===== config.mk =====
export PLATFORM = sky130hd
export DESIGN_NAME = odd_parity_serial_tx_flat
export DESIGN_NICKNAME = d
export VERILOG_FILES = /design/src/rtl/parity_pkg.sv /design/src/rtl/odd_parity_serial_tx_if.sv /design/src/rtl/odd_parity_gen.sv /design/src/rtl/odd_parity_serial_tx.sv /design/src/flat_wrapper.sv
export SDC_FILE = /design/constraint.sdc
export NUM_CORES = 1
export LEC_CHECK = 0
export ABC_CLOCK_PERIOD_IN_PS = 2000
export BUFFER_PORTS_ARGS = -buffer_cell sky130_fd_sc_hd__buf_2
export CORE_AREA = 2 2 40 42
export CTS_CLUSTER_DIAMETER = 100
export DETAILED_ROUTE_END_ITERATION = 8
export DIE_AREA = 0 0 42 44
export PLACE_DENSITY = 0.71
export SYNTH_ARGS = -nofsm -noshare
export SYNTH_HDL_FRONTEND = slang
export SYNTH_HIERARCHICAL = 1
export SYNTH_SLANG_ARGS = --single-unit
export TNS_END_PERCENT = 5

===== constraint.sdc =====
create_clock -name clk -period 2 [get_ports clk]
set_input_delay 0.2 -clock clk [delete_from_list [all_inputs] [get_ports clk]]
set_output_delay 0.2 -clock clk [all_outputs]
set_load 0.02 [all_outputs]

===== src/rtl/parity_pkg.sv =====
// Shared definitions for the odd-parity serial link: FSM states and line levels.
// The matching receiver imports this package as well.
package parity_pkg;

  typedef enum logic [2:0] {
    IDLE   = 3'd0,
    START  = 3'd1,
    DATA   = 3'd2,
    PARITY = 3'd3,
    STOP   = 3'd4
  } tx_state_e;

  localparam logic IDLE_LEVEL  = 1'b1;
  localparam logic START_LEVEL = 1'b0;
  localparam logic STOP_LEVEL  = 1'b1;

endpackage


===== src/rtl/odd_parity_serial_tx_if.sv =====
// Parallel word handshake between the upstream producer and the serial framer.
interface odd_parity_serial_tx_if #(
  parameter int DATA_W = 3
);

  logic [DATA_W-1:0] data_in;
  logic              valid_in;
  logic              ready_out;

  modport master (output data_in, output valid_in, input ready_out);
  modport slave  (input data_in, input valid_in, output ready_out);

endinterface


===== src/rtl/odd_parity_gen.sv =====
// Odd parity of a W-bit word: data ones plus the returned bit is always odd.
module odd_parity_gen #(
  parameter int W = 3
) (
  input  logic [W-1:0] data_i,
  output logic         par_o
);

  assign par_o = ~^data_i;

endmodule


===== src/rtl/odd_parity_serial_tx.sv =====
// Serial framer: accepts a word, then sends start, data LSB first, odd parity, stop,
// each bit held CLKS_PER_BIT clocks. All outputs are registered.
module odd_parity_serial_tx
  import parity_pkg::*;
#(
  parameter int DATA_W       = 3,
  parameter int CLKS_PER_BIT = 4
) (
  input  logic                   clk,
  input  logic                   rst_n,
  odd_parity_serial_tx_if.slave  up_if,
  output logic                   tx_out,
  output logic                   par_out,
  output logic                   busy
);

  localparam int BAUD_W = (CLKS_PER_BIT > 1) ? $clog2(CLKS_PER_BIT) : 1;
  localparam int CNT_W  = $clog2(DATA_W + 1);

  tx_state_e         state_q, state_d;
  logic [BAUD_W-1:0] baud_q, baud_d;
  logic [CNT_W-1:0]  bit_cnt_q, bit_cnt_d;
  logic [DATA_W-1:0] shift_q, shift_d;
  logic              par_q, par_d;
  logic              tx_q, tx_d;
  logic              ready_q, ready_d;
  logic              busy_q, busy_d;

  logic accept_s;
  logic bit_done_s;
  logic last_bit_s;
  logic par_gen_s;

  odd_parity_gen #(.W(DATA_W)) u_par_gen (
    .data_i (up_if.data_in),
    .par_o  (par_gen_s)
  );

  assign accept_s   = up_if.valid_in && ready_q;
  assign bit_done_s = (baud_q == BAUD_W'(CLKS_PER_BIT - 1));
  assign last_bit_s = (bit_cnt_q == CNT_W'(DATA_W - 1));

  // State register
  always_ff @(posedge clk or negedge rst_n) begin
    if (!rst_n) begin
      state_q <= IDLE;
    end else begin
      state_q <= state_d;
    end
  end

  // Next-state logic: every non-idle state advances only at the end of a bit time
  always_comb begin
    state_d = state_q;
    case (state_q)
      IDLE:    if (accept_s) state_d = START;  else state_d = IDLE;
      START:   if (bit_done_s) state_d = DATA; else state_d = START;
      DATA:    if (bit_done_s && last_bit_s) state_d = PARITY; else state_d = DATA;
      PARITY:  if (bit_done_s) state_d = STOP; else state_d = PARITY;
      STOP:    if (bit_done_s) state_d = IDLE; else state_d = STOP;
      default: state_d = IDLE;
    endcase
  end

  // Datapath next values: baud counter, bit counter, shift register, held parity
  always_comb begin
    baud_d    = '0;
    bit_cnt_d = bit_cnt_q;
    shift_d   = shift_q;
    par_d     = par_q;
    if ((state_q != IDLE) && !bit_done_s) begin
      baud_d = baud_q + BAUD_W'(1);
    end else begin
      baud_d = '0;
    end
    if (accept_s) begin
      shift_d   = up_if.data_in;
      par_d     = par_gen_s;
      bit_cnt_d = '0;
    end else if ((state_q == START) && bit_done_s) begin
      bit_cnt_d = '0;
    end else if ((state_q == DATA) && bit_done_s) begin
      shift_d   = shift_q >> 1;
      bit_cnt_d = bit_cnt_q + CNT_W'(1);
    end else begin
      bit_cnt_d = bit_cnt_q;
    end
  end

  // Output logic: decoded from the next state so the registered line leads by no cycle
  always_comb begin
    tx_d = IDLE_LEVEL;
    case (state_d)
      IDLE:    tx_d = IDLE_LEVEL;
      START:   tx_d = START_LEVEL;
      DATA:    tx_d = shift_d[0];
      PARITY:  tx_d = par_d;
      STOP:    tx_d = STOP_LEVEL;
      default: tx_d = IDLE_LEVEL;
    endcase
    if (state_d == IDLE) begin
      ready_d = 1'b1;
      busy_d  = 1'b0;
    end else begin
      ready_d = 1'b0;
      busy_d  = 1'b1;
    end
  end

  // Datapath and output registers
  always_ff @(posedge clk or negedge rst_n) begin
    if (!rst_n) begin
      baud_q    <= '0;
      bit_cnt_q <= '0;
      shift_q   <= '0;
      par_q     <= 1'b0;
      tx_q      <= IDLE_LEVEL;
      ready_q   <= 1'b1;
      busy_q    <= 1'b0;
    end else begin
      baud_q    <= baud_d;
      bit_cnt_q <= bit_cnt_d;
      shift_q   <= shift_d;
      par_q     <= par_d;
      tx_q      <= tx_d;
      ready_q   <= ready_d;
      busy_q    <= busy_d;
    end
  end

  assign up_if.ready_out = ready_q;
  assign tx_out          = tx_q;
  assign par_out         = par_q;
  assign busy            = busy_q;

endmodule


===== src/flat_wrapper.sv =====
// flat-port wrapper written by rule: the top's interface ports become plain ports
module odd_parity_serial_tx_flat import parity_pkg::*;
#(
  parameter int DATA_W       = 3,
  parameter int CLKS_PER_BIT = 4
)
  (clk, rst_n, tx_out, par_out, busy, up_if_data_in, up_if_valid_in, up_if_ready_out);
  odd_parity_serial_tx_if #(.DATA_W(DATA_W)) up_if_i ();
  input  logic clk;
  input  logic rst_n;
  output logic tx_out;
  output logic par_out;
  output logic busy;
  input wire logic [$bits(up_if_i.data_in)-1:0] up_if_data_in;
  input wire logic [$bits(up_if_i.valid_in)-1:0] up_if_valid_in;
  output wire logic [$bits(up_if_i.ready_out)-1:0] up_if_ready_out;
  assign up_if_i.data_in = up_if_data_in;
  assign up_if_i.valid_in = up_if_valid_in;
  assign up_if_ready_out = up_if_i.ready_out;
  odd_parity_serial_tx #(.DATA_W(DATA_W), .CLKS_PER_BIT(CLKS_PER_BIT)) u_core (.clk(clk), .rst_n(rst_n), .up_if(up_if_i), .tx_out(tx_out), .par_out(par_out), .busy(busy));
endmodule

==> Yosys cells after proc, flatten, opt, wreduce, memory -nomap -nowiden <==
Cells that the tools add are included.
{ "totals": {"reg_bits": 14, "wordCells": 51} }
{ "classes": {"n_addsub": 2, "n_eq_ne": 10, "n_mux": 17, "reduce_logical": 13} }
{ "op_table": {"columns": ["cell", "n"], "rows": [
  ["$mux 3", 5],
  ["$pmux 3 s5", 1],
  ["$eq 3x2->1 const B", 4],
  ["$mux 2", 5],
  ["$eq 3x1->1 const B", 2],
  ["$logic_not 3->1", 2],
  ["$reduce_bool 3->1", 2],
  ["$logic_and 1x1->1", 5],
  ["$mux 1", 5],
  ["$add 2x1->2 const B", 2],
  ["$eq 2x2->1 const B", 2],
  ["$eq 3x3->1 const B", 1],
  ["$pmux 1 s3", 1],
  ["$reduce_xnor 3->1", 1],
  ["$ne 2x1->1 const B", 1],
  ["$reduce_and 2->1", 1],
  ["$reduce_bool 2->1", 1],
  ["$logic_not 1->1", 1]
]} }

==> Logic depth before layout (Yosys ltp) <==
Gate-level depths: netlist of run 1.
{ "depth": {"word_depth": 6, "mapped_depth": 6, "depth_no_buf": 6} }

==> Modules after synthesis <==
The synthesis of run 1 kept the hierarchy.
{ "by_module_without_submodules": {"columns": ["module", "n_inst", "cells_each", "area_per_inst_um2"], "rows": [
  ["odd_parity_serial_tx", 1, 65, 676.9],
  ["odd_parity_gen", 1, 1, 22.5]
]} }

==> Worst setup path before layout of run 1 <==
No wires, ideal clock.
{ "synth_timing": {"path_type": "reg2reg", "startpoint": "reg u_core.ready_q (netlist: u_core/up_if.ready_out)", "endpoint": "reg u_core.tx_q (netlist: u_core/tx_out)", "setup_ps": 82, "t_arrival_ps": 1512, "t_required_ps": 1918, "path_slack_ps": 406, "stages_incl_launch_ff": 5, "n_path_buf": 0, "period_less_slack_ps": 1594, "path_cell_list": "dfstp_2 nand2_2 mux2_4 a2111o_1 o31a_1"} }
{ "synth_lines": {"columns": ["element", "line", "rtl"], "rows": [
  ["start: declaration", "odd_parity_serial_tx.sv:26", "logic ready_q, ready_d;"],
  ["start signal: assignment", "odd_parity_serial_tx.sv:126", "ready_q <= ready_d;"],
  ["$logic_and 1x1->1", "odd_parity_serial_tx.sv:39", "assign accept_s = up_if.valid_in && ready_q;"],
  ["$mux 1", "odd_parity_serial_tx.sv:76", "if (accept_s) begin"],
  ["named net u_core.par_d", "odd_parity_serial_tx.sv:24", "logic par_q, par_d;"],
  ["$pmux 1 s3", "odd_parity_serial_tx.sv:93", "case (state_d)"],
  ["named net u_core.tx_d", "odd_parity_serial_tx.sv:25", "logic tx_q, tx_d;"],
  ["end signal: assignment", "odd_parity_serial_tx.sv:125", "tx_q <= tx_d;"],
  ["end: declaration", "odd_parity_serial_tx.sv:25", null]
]} }
The timed path passes the listed nets, and every way through them passes these cells.
A chain may end at the register's enable or synchronous reset.

==> Final worst setup path of run 1 <==
{ "layout_timing": {"startpoint": "reg u_core.baud_q[0]", "endpoint": "reg u_core.tx_q (netlist: u_core/tx_out)"} }
{ "layout_between": {"elab_chain_len": 6} }
{ "layout_lines": {"columns": ["element", "line", "rtl"], "rows": [
  ["start: declaration", "odd_parity_serial_tx.sv:21", "logic [BAUD_W-1:0] baud_q, baud_d;"],
  ["start signal: assignment", "odd_parity_serial_tx.sv:121", "baud_q <= baud_d;"],
  ["$eq 2x2->1 (*)", "odd_parity_serial_tx.sv:40", "assign bit_done_s = (baud_q == BAUD_W'(CLKS_PER_BIT - 1));"],
  ["$logic_and 1x1->1", "odd_parity_serial_tx.sv:82", "end else if ((state_q == DATA) && bit_done_s) begin"],
  ["$mux 3", "odd_parity_serial_tx.sv:82", null],
  ["$mux 3 (*)", "odd_parity_serial_tx.sv:80", "end else if ((state_q == START) && bit_done_s) begin"],
  ["$mux 3 (*)", "odd_parity_serial_tx.sv:76", null],
  ["named net u_core.shift_d[0]", "odd_parity_serial_tx.sv:23", "logic [DATA_W-1:0] shift_q, shift_d;"],
  ["$pmux 1 s3 (*)", "odd_parity_serial_tx.sv:93", null],
  ["named net u_core.tx_d", "odd_parity_serial_tx.sv:25", null]
]} }
Mark *: on every way through the listed nets, which the timed path passes. The rest lies on a longest branch. The select of a mux whose other input is x is not followed.

==> flow_metrics.env, run 1 <==
export IMPL_status="complete, no violations"
export IMPL_wl_met3_um=59
export IMPL_report_final_slew_viol_count=0
export IMPL_top_layer_used="met4"
export IMPL_num_io_pins=10
export IMPL_grt_usage=0.149
export IMPL_wl_per_cell_um=13.4
export IMPL_rsz0062_at_grt="false"
export IMPL_gp_congestion=0.714
export IMPL_clk_insertion_delay_late_ps=280
export IMPL_cts_resized=0
export IMPL_min_period_ps=1640
export IMPL_wirelength_met1_um=590
export IMPL_synth_cell_type_count=30
export IMPL_crit_fanout=9
export IMPL_die_x_um=42
export IMPL_p_per_area_mw_per_mm2=1490
export IMPL_cts_tree="yes"
export IMPL_timing_rr_start="u_core/baud_q[0]"
export IMPL_design_area_um2=791
export IMPL_drc=0
export IMPL_antenna_cells=0
export IMPL_yosysTopAreaCellShare=0.429
export IMPL_min_path_cells=2
export IMPL_yosysMostFrequentCell="dfrtp_1"
export IMPL_cts_sinks=14
export IMPL_synth_common_cells="12 x dfrtp_1, 5 x nand2_1, 5 x nor2_1, 5 x nor3_1, 4 x buf_2"
export IMPL_layout_nets=85
export IMPL_die_area_mm2=0.00185
export IMPL_critPathKind="reg2reg"
export IMPL_critical_path_slowest_cell="dfrtp_1"
export IMPL_yosys_area_top_type="dfrtp_1"
export IMPL_maxCapViolations=0
export IMPL_synthFlopType="dfrtp_1"
export IMPL_hp_class="in2reg"
export IMPL_grt_max_degree=15
export IMPL_post_cts_buffers=0
export IMPL_htree_num_levels=1
export IMPL_grt_pass1_vias=475
export IMPL_clockBufferDepth=2
export IMPL_cp_slowest_stage_delay_ps=360
export IMPL_synth_nets=74
export IMPL_min_to="u_core/bit_cnt_q[1]"
export IMPL_yosys_top_cells_area="dfrtp_1 43%, dfstp_2 7.5%, ha_1 3.6%"
export IMPL_hold_buffers=1
export IMPL_critPathLaunchType="register"
export IMPL_cts_buffers=3
export IMPL_syn_to_final_growth_pct=13.1
export IMPL_grt_pass1_wl_um=1990
export IMPL_holdWs_ps=122
export IMPL_maxSlewHeadroom=0.747
export IMPL_ant_nets=0
export IMPL_wl_um=1240
export IMPL_die_h_um=44
export IMPL_fmax_ghz=0.612
export IMPL_r2r_slack_ps=360
export IMPL_vias=516
export IMPL_crit_arrival_ps=1850
export IMPL_dr_pass1_iters=4
export IMPL_worst_pin_slew_ps=380
export IMPL_syn_area_um2=699
export IMPL_avgSynthCellArea_um2=10.6
export IMPL_wl_met2_um=570
export IMPL_initial_core_util=0.493
export IMPL_ys_seq_area_frac=0.504
export IMPL_yosysWarnings=6
export IMPL_cp_end_kind="register"
export IMPL_cts_root_buf="clkbuf_4"
export IMPL_viasPerCell=5.61
export IMPL_crit_required_ps=2210
export IMPL_synth_cells=66
export IMPL_numPortBuffers=9
export IMPL_fin_tns_setup_ps=0
export IMPL_min_period_over_period=0.818
export IMPL_reg2reg_to="u_core/tx_out"
export IMPL_grt_overflow_total=0
export IMPL_rows=14
export IMPL_dr_first_iter_drc_count=12
export IMPL_worst_r2r_cell_count=5
export IMPL_seq_area_um2=353
export IMPL_design_core_area_mm2=0.00142
export IMPL_synth_edf_count=0
export IMPL_clkSlewWorstSetupHoldPaths_ps=80
export IMPL_dp_hpwl_um=890
export IMPL_drive_gt1_frac=0.237
export IMPL_synthArstFlopShare=1.00
export IMPL_hp_start="up_if_valid_in"
export IMPL_n_fill_cell=131
export IMPL_setup_violations=0
export IMPL_power_leakage_nw=0.369
export IMPL_multiInputGateArea_um2=315
export IMPL_antenna_found_initial=0
export IMPL_peakVddDrop_mv=0.696
export IMPL_path_cells="ha_1 -> and4bb_1 -> mux2i_1 -> a21oi_1 -> o31a_1"
export IMPL_finalHoldViolations=0
export IMPL_fin_skew_ps=1.37
export IMPL_placement_cell_area_um2=744
export IMPL_ys_seq_elements=14
[layout make-up]
class | count | area share
Inverter | 3 | 0.0142
Clock buffer | 4 | 0.0459
Timing Repair Buffer | 10 | 0.0696
Multi-Input combinational cell | 45 | 0.399
Sequential cell | 14 | 0.446
Tap cell | 16 | 0.0253
[kinds of logic (layout without fill, tap and decap cells)]
group / count (synthesis) / count (layout) / synth area share
xor gates and xnor gates: 2 / 2 / 0.0447
buffers and inverters: 7 / 17 / 0.0447
AOI/OAI and AO/OA: 14 / 14 / 0.140
DFF: 14 / 14 / 0.504
muxes: 3 / 3 / 0.0501
and+or+nand+nor: 24 / 24 / 0.181
adders and majority gates: 2 / 2 / 0.0358
[stage by stage]
stage / worst slack (ps) / util / total power [mW] / std cells
floorplan: 406 / - / 0.869 / 66
global placement: 411 / 0.525 / 0.968 / 87
detailed placement: 378 / 0.525 / 0.977 / 87
CTS: 374 / 0.557 / 1.18 / 92
global route: 296 / 0.557 / 1.26 / 92
finish: 365 / 0.557 / 1.18 / 92
[layer usage]
layer	up-vias	global-route usage
li1	253	-
met2	13	0.231
met3	2	0.0250
met1	248	0.194
met4	0	0.0968
met5	-	0
[cells in the final DEF (no fill, tap or decap), drive strengths merged, types with 2 or more instances in the layout]
| cell type | instances |
|---|---|
| nor3 | 5 |
| nand3 | 2 |
| dfrtp | 12 |
| inv | 3 |
| buf | 9 |
| nand2 | 6 |
| clkbuf | 4 |
| nor2 | 5 |
| o21ai | 3 |
| mux2i | 2 |
| ha | 2 |
| a21oi | 3 |
| dfstp | 2 |
[worst max-delay path: cells and delay by family, from the launching register on]
| kind | cells | cell delay (ps) |
|---|---|---|
| AOI/OAI and AO/OA | 2 | 370 |
| DFF | 1 | 360 |
| adders and majority gates | 1 | 320 |
| and+or+nand+nor | 1 | 320 |
| muxes | 1 | 200 |
[worst max path at each step]
stage / startpoint / slack, ps / endpoint / cells past startpoint
global route: u_core/baud_q[0] / 300 / u_core/tx_out / 5
floorplan: u_core/up_if.ready_out / 410 / u_core/tx_out / 4
global placement: u_core/up_if.ready_out / 410 / u_core/tx_out / 4
detailed placement: u_core/baud_q[0] / 380 / u_core/tx_out / 5
CTS: u_core/baud_q[0] / 370 / u_core/tx_out / 5
finish: u_core/baud_q[0] / 360 / u_core/tx_out / 5
[power by group]
part | switching (mW) | total (mW) | internal [mW]
clock | 0.0893 | 0.200 | 0.111
sequential | 0.114 | 0.533 | 0.419
combinational | 0.242 | 0.442 | 0.200
total | 0.445 | 1.18 | 0.730
[state kept, by name, summed over array words and instances (netlist names)]
name / cells
u_core/state_q: 3
u_core/tx_out: 1
u_core/shift_q: 3
u_core/baud_q: 2
u_core/busy: 1
u_core/up_if.ready_out: 1
u_core/bit_cnt_q: 2
u_core/par_out: 1
No activity file was read; power rests on OpenSTA's default activity.
==> inputs of run 2 (changes only) <==
- ABC_AREA: default -> 1
- ABC_CLOCK_PERIOD_IN_PS: 2000 -> 1400
- CORE_AREA: 2 2 40 42 -> 2 2 42 44
- DIE_AREA: 0 0 42 44 -> 0 0 44 46
- PLACE_DENSITY: 0.71 -> 0.68
- clock period: 2 -> 1.4 ns (I/O delays scaled with it)
==> flow_metrics.env, run 2 <==
export IMPL_finalHoldViolations=0
export IMPL_vias=597
export IMPL_power_leakage_nw=0.466
export IMPL_maxCapViolations=0
export IMPL_initial_core_util=0.441
export IMPL_grt_pass1_vias=525
export IMPL_p_switching_mw=0.682
export IMPL_avgSynthCellArea_um2=8.09
export IMPL_grt_usage=0.154
export IMPL_ys_seq_elements=14
export IMPL_min_period_ps=1310
export IMPL_grt_overflow_total=0
export IMPL_maxSlewHeadroom=0.788
export IMPL_antenna_cells=0
export IMPL_cts_tree="yes"
export IMPL_worst_pin_slew_ps=318
export IMPL_viasPerCell=4.93
export IMPL_cp_end_kind="register"
export IMPL_holdWs_ps=112
export IMPL_syn_to_final_growth_pct=19.7
export IMPL_synthFlopType="dfrtp_1"
export IMPL_wl_um=1330
export IMPL_synth_common_cells="27 x nand2_1, 12 x dfrtp_1, 11 x inv_1"
export IMPL_crit_required_ps=1580
export IMPL_dp_hpwl_um=1020
export IMPL_yosys_top_cells_area="dfrtp_1 42%, nand2_1 14%, dfstp_2 7.4%"
export IMPL_critPathKind="reg2reg"
export IMPL_reg_largest_list="u_core/shift_q x3, u_core/state_q x3"
export IMPL_fin_tns_setup_ps=0
export IMPL_die_area_mm2=0.00202
export IMPL_synth_cell_type_count=17
export IMPL_antenna_found_initial=0
export IMPL_yosysWarnings=6
export IMPL_num_io_pins=10
export IMPL_cts_buffers=3
export IMPL_wl_per_cell_um=11.0
export IMPL_grt_pass1_wl_um=2200
export IMPL_rsz0062_at_grt="false"
export IMPL_synth_nets=96
export IMPL_design_core_area_mm2=0.00161
export IMPL_hp_class="in2reg"
export IMPL_cts_sinks=14
export IMPL_crit_fanout=5
export IMPL_numPortBuffers=9
export IMPL_synth_edf_count=0
export IMPL_synth_cells=88
export IMPL_clockBufferDepth=2
export IMPL_comb_power_share=0.433
export IMPL_die_h_um=46
export IMPL_internal_power_mw=1.02
export IMPL_p_per_area_mw_per_mm2=1990
export IMPL_mostFrequentLayoutCell="nand2_1"
export IMPL_synthArstFlopShare=1.00
export IMPL_yosys_area_top_type="dfrtp_1"
export IMPL_swShare=0.401
export IMPL_cts_root_buf="clkbuf_4"
export IMPL_gp_congestion=0.888
export IMPL_setup_violations=0
export IMPL_peakVddDrop_mv=0.832
export IMPL_fin_skew_ps=1.19
export IMPL_drive_gt1_frac=0.279
export IMPL_yosysTopAreaCellShare=0.422
export IMPL_min_period_over_period=0.933
export IMPL_crit_arrival_ps=1490
export IMPL_layout_nets=113
export IMPL_p_clk_frac=0.170
export IMPL_clk_insertion_delay_late_ps=280
export IMPL_die_x_um=44
export IMPL_critPathLaunchType="register"
export IMPL_ys_seq_area_frac=0.496
export IMPL_report_final_slew_viol_count=0
export IMPL_ant_nets=0
export IMPL_yosysMostFrequentCell="nand2_1"
export IMPL_drc=0
export IMPL_dr_first_iter_drc_count=10
export IMPL_dr_pass1_iters=4
export IMPL_grt_max_degree=15
export IMPL_fmax_ghz=0.766
export IMPL_clkSlewWorstSetupHoldPaths_ps=80
export IMPL_htree_num_levels=1
export IMPL_pwr_share_seq=0.398
export IMPL_status="complete, no violations"
export IMPL_syn_area_um2=712
export IMPL_final_cell_mix="27 x nand2_1, 12 x dfrtp_1, 11 x inv_1"
export IMPL_rows=15
-- run 2: path summary, 6_finish.rpt --
path | startpoint | to | slack (ps) | cells past startpoint
worst max-delay path | u_core/baud_q[0] | u_core/busy | 90 | 9
worst min-delay path | up_if_data_in[1] | u_core/shift_q[1] | 110 | 3
worst max register to register | u_core/baud_q[0] | u_core/busy | 90 | 9
worst min register to register | u_core/bit_cnt_q[0] | u_core/bit_cnt_q[0] | 500 | 1
max in group asynchronous | rst_n | u_core/tx_out | 830 | 2
min in group asynchronous | rst_n | u_core/baud_q[1] | 280 | 2
-- run 2: stage by stage --
step	setup WS, ps	util	cell area [um^2]	total power [mW]	instances
5_1_grt	22.8	0.528	852	1.84	121
4_1_cts	16.8	0.520	840	1.68	121
2_1_floorplan	108	-	712	1.18	88
3_3_place_gp	74.0	0.491	793	1.36	116
3_5_place_dp	30.8	0.491	793	1.38	116
6_report	94.0	0.528	852	1.70	121
-- run 2: layer usage --
metal	GRT usage	up-vias	wire [um]
li1	-	309	-
met1	0.193	276	669
met2	0.241	12	618
met3	0.0714	0	46
met4	0.0364	0	0
met5	0	-	0
-- run 2: area by class of cell --
cell class	count	area, um^2
well taps	17	21.3
multi-input cells	58	312
repair buffers	12	70.1
flip-flops and latches	14	353
clock buffers	4	36.3
fillers	159	762
inverters	16	60.1
-- run 2: power groups by stage --
stage          combinational [mW]  clock [mW]  sequential [mW]
6_report                    0.735       0.288            0.676
5_1_grt                     0.832       0.317            0.690
4_1_cts                     0.722       0.300            0.662
3_5_place_dp                0.715           0            0.670
3_3_place_gp                0.696           0            0.663
2_1_floorplan               0.480           0            0.703
-- run 2: timing repair --
item,in CTS,in global routing
buffers inserted,0,0
gates resized for setup,0,2
endpoints found under the hold margin,12,0
hold buffers,1,0
endpoints found under the setup margin,0,5
-- run 2: cells by family (layout without fill, tap and decap cells) --
kind of cell | count (synthesis) | in the layout | synth area share
flip-flops | 14 | 14 | 0.496
adder cells (fa/ha/maj) | 2 | 2 | 0.0351
AO/OA/AOI/OAI | 5 | 5 | 0.0404
buffers and inverters | 16 | 32 | 0.0844
AND/OR/NAND/NOR | 51 | 51 | 0.344
-- run 2: worst max-delay path, cell delays in order, from the launching register on --
cell     delay, ps
dfrtp_1        420
ha_4           190
inv_2           70
nor2_1          50
nand2_1         80
nand3_2        100
nor2_2         130
inv_2           50
nor2_4          90
inv_2           30
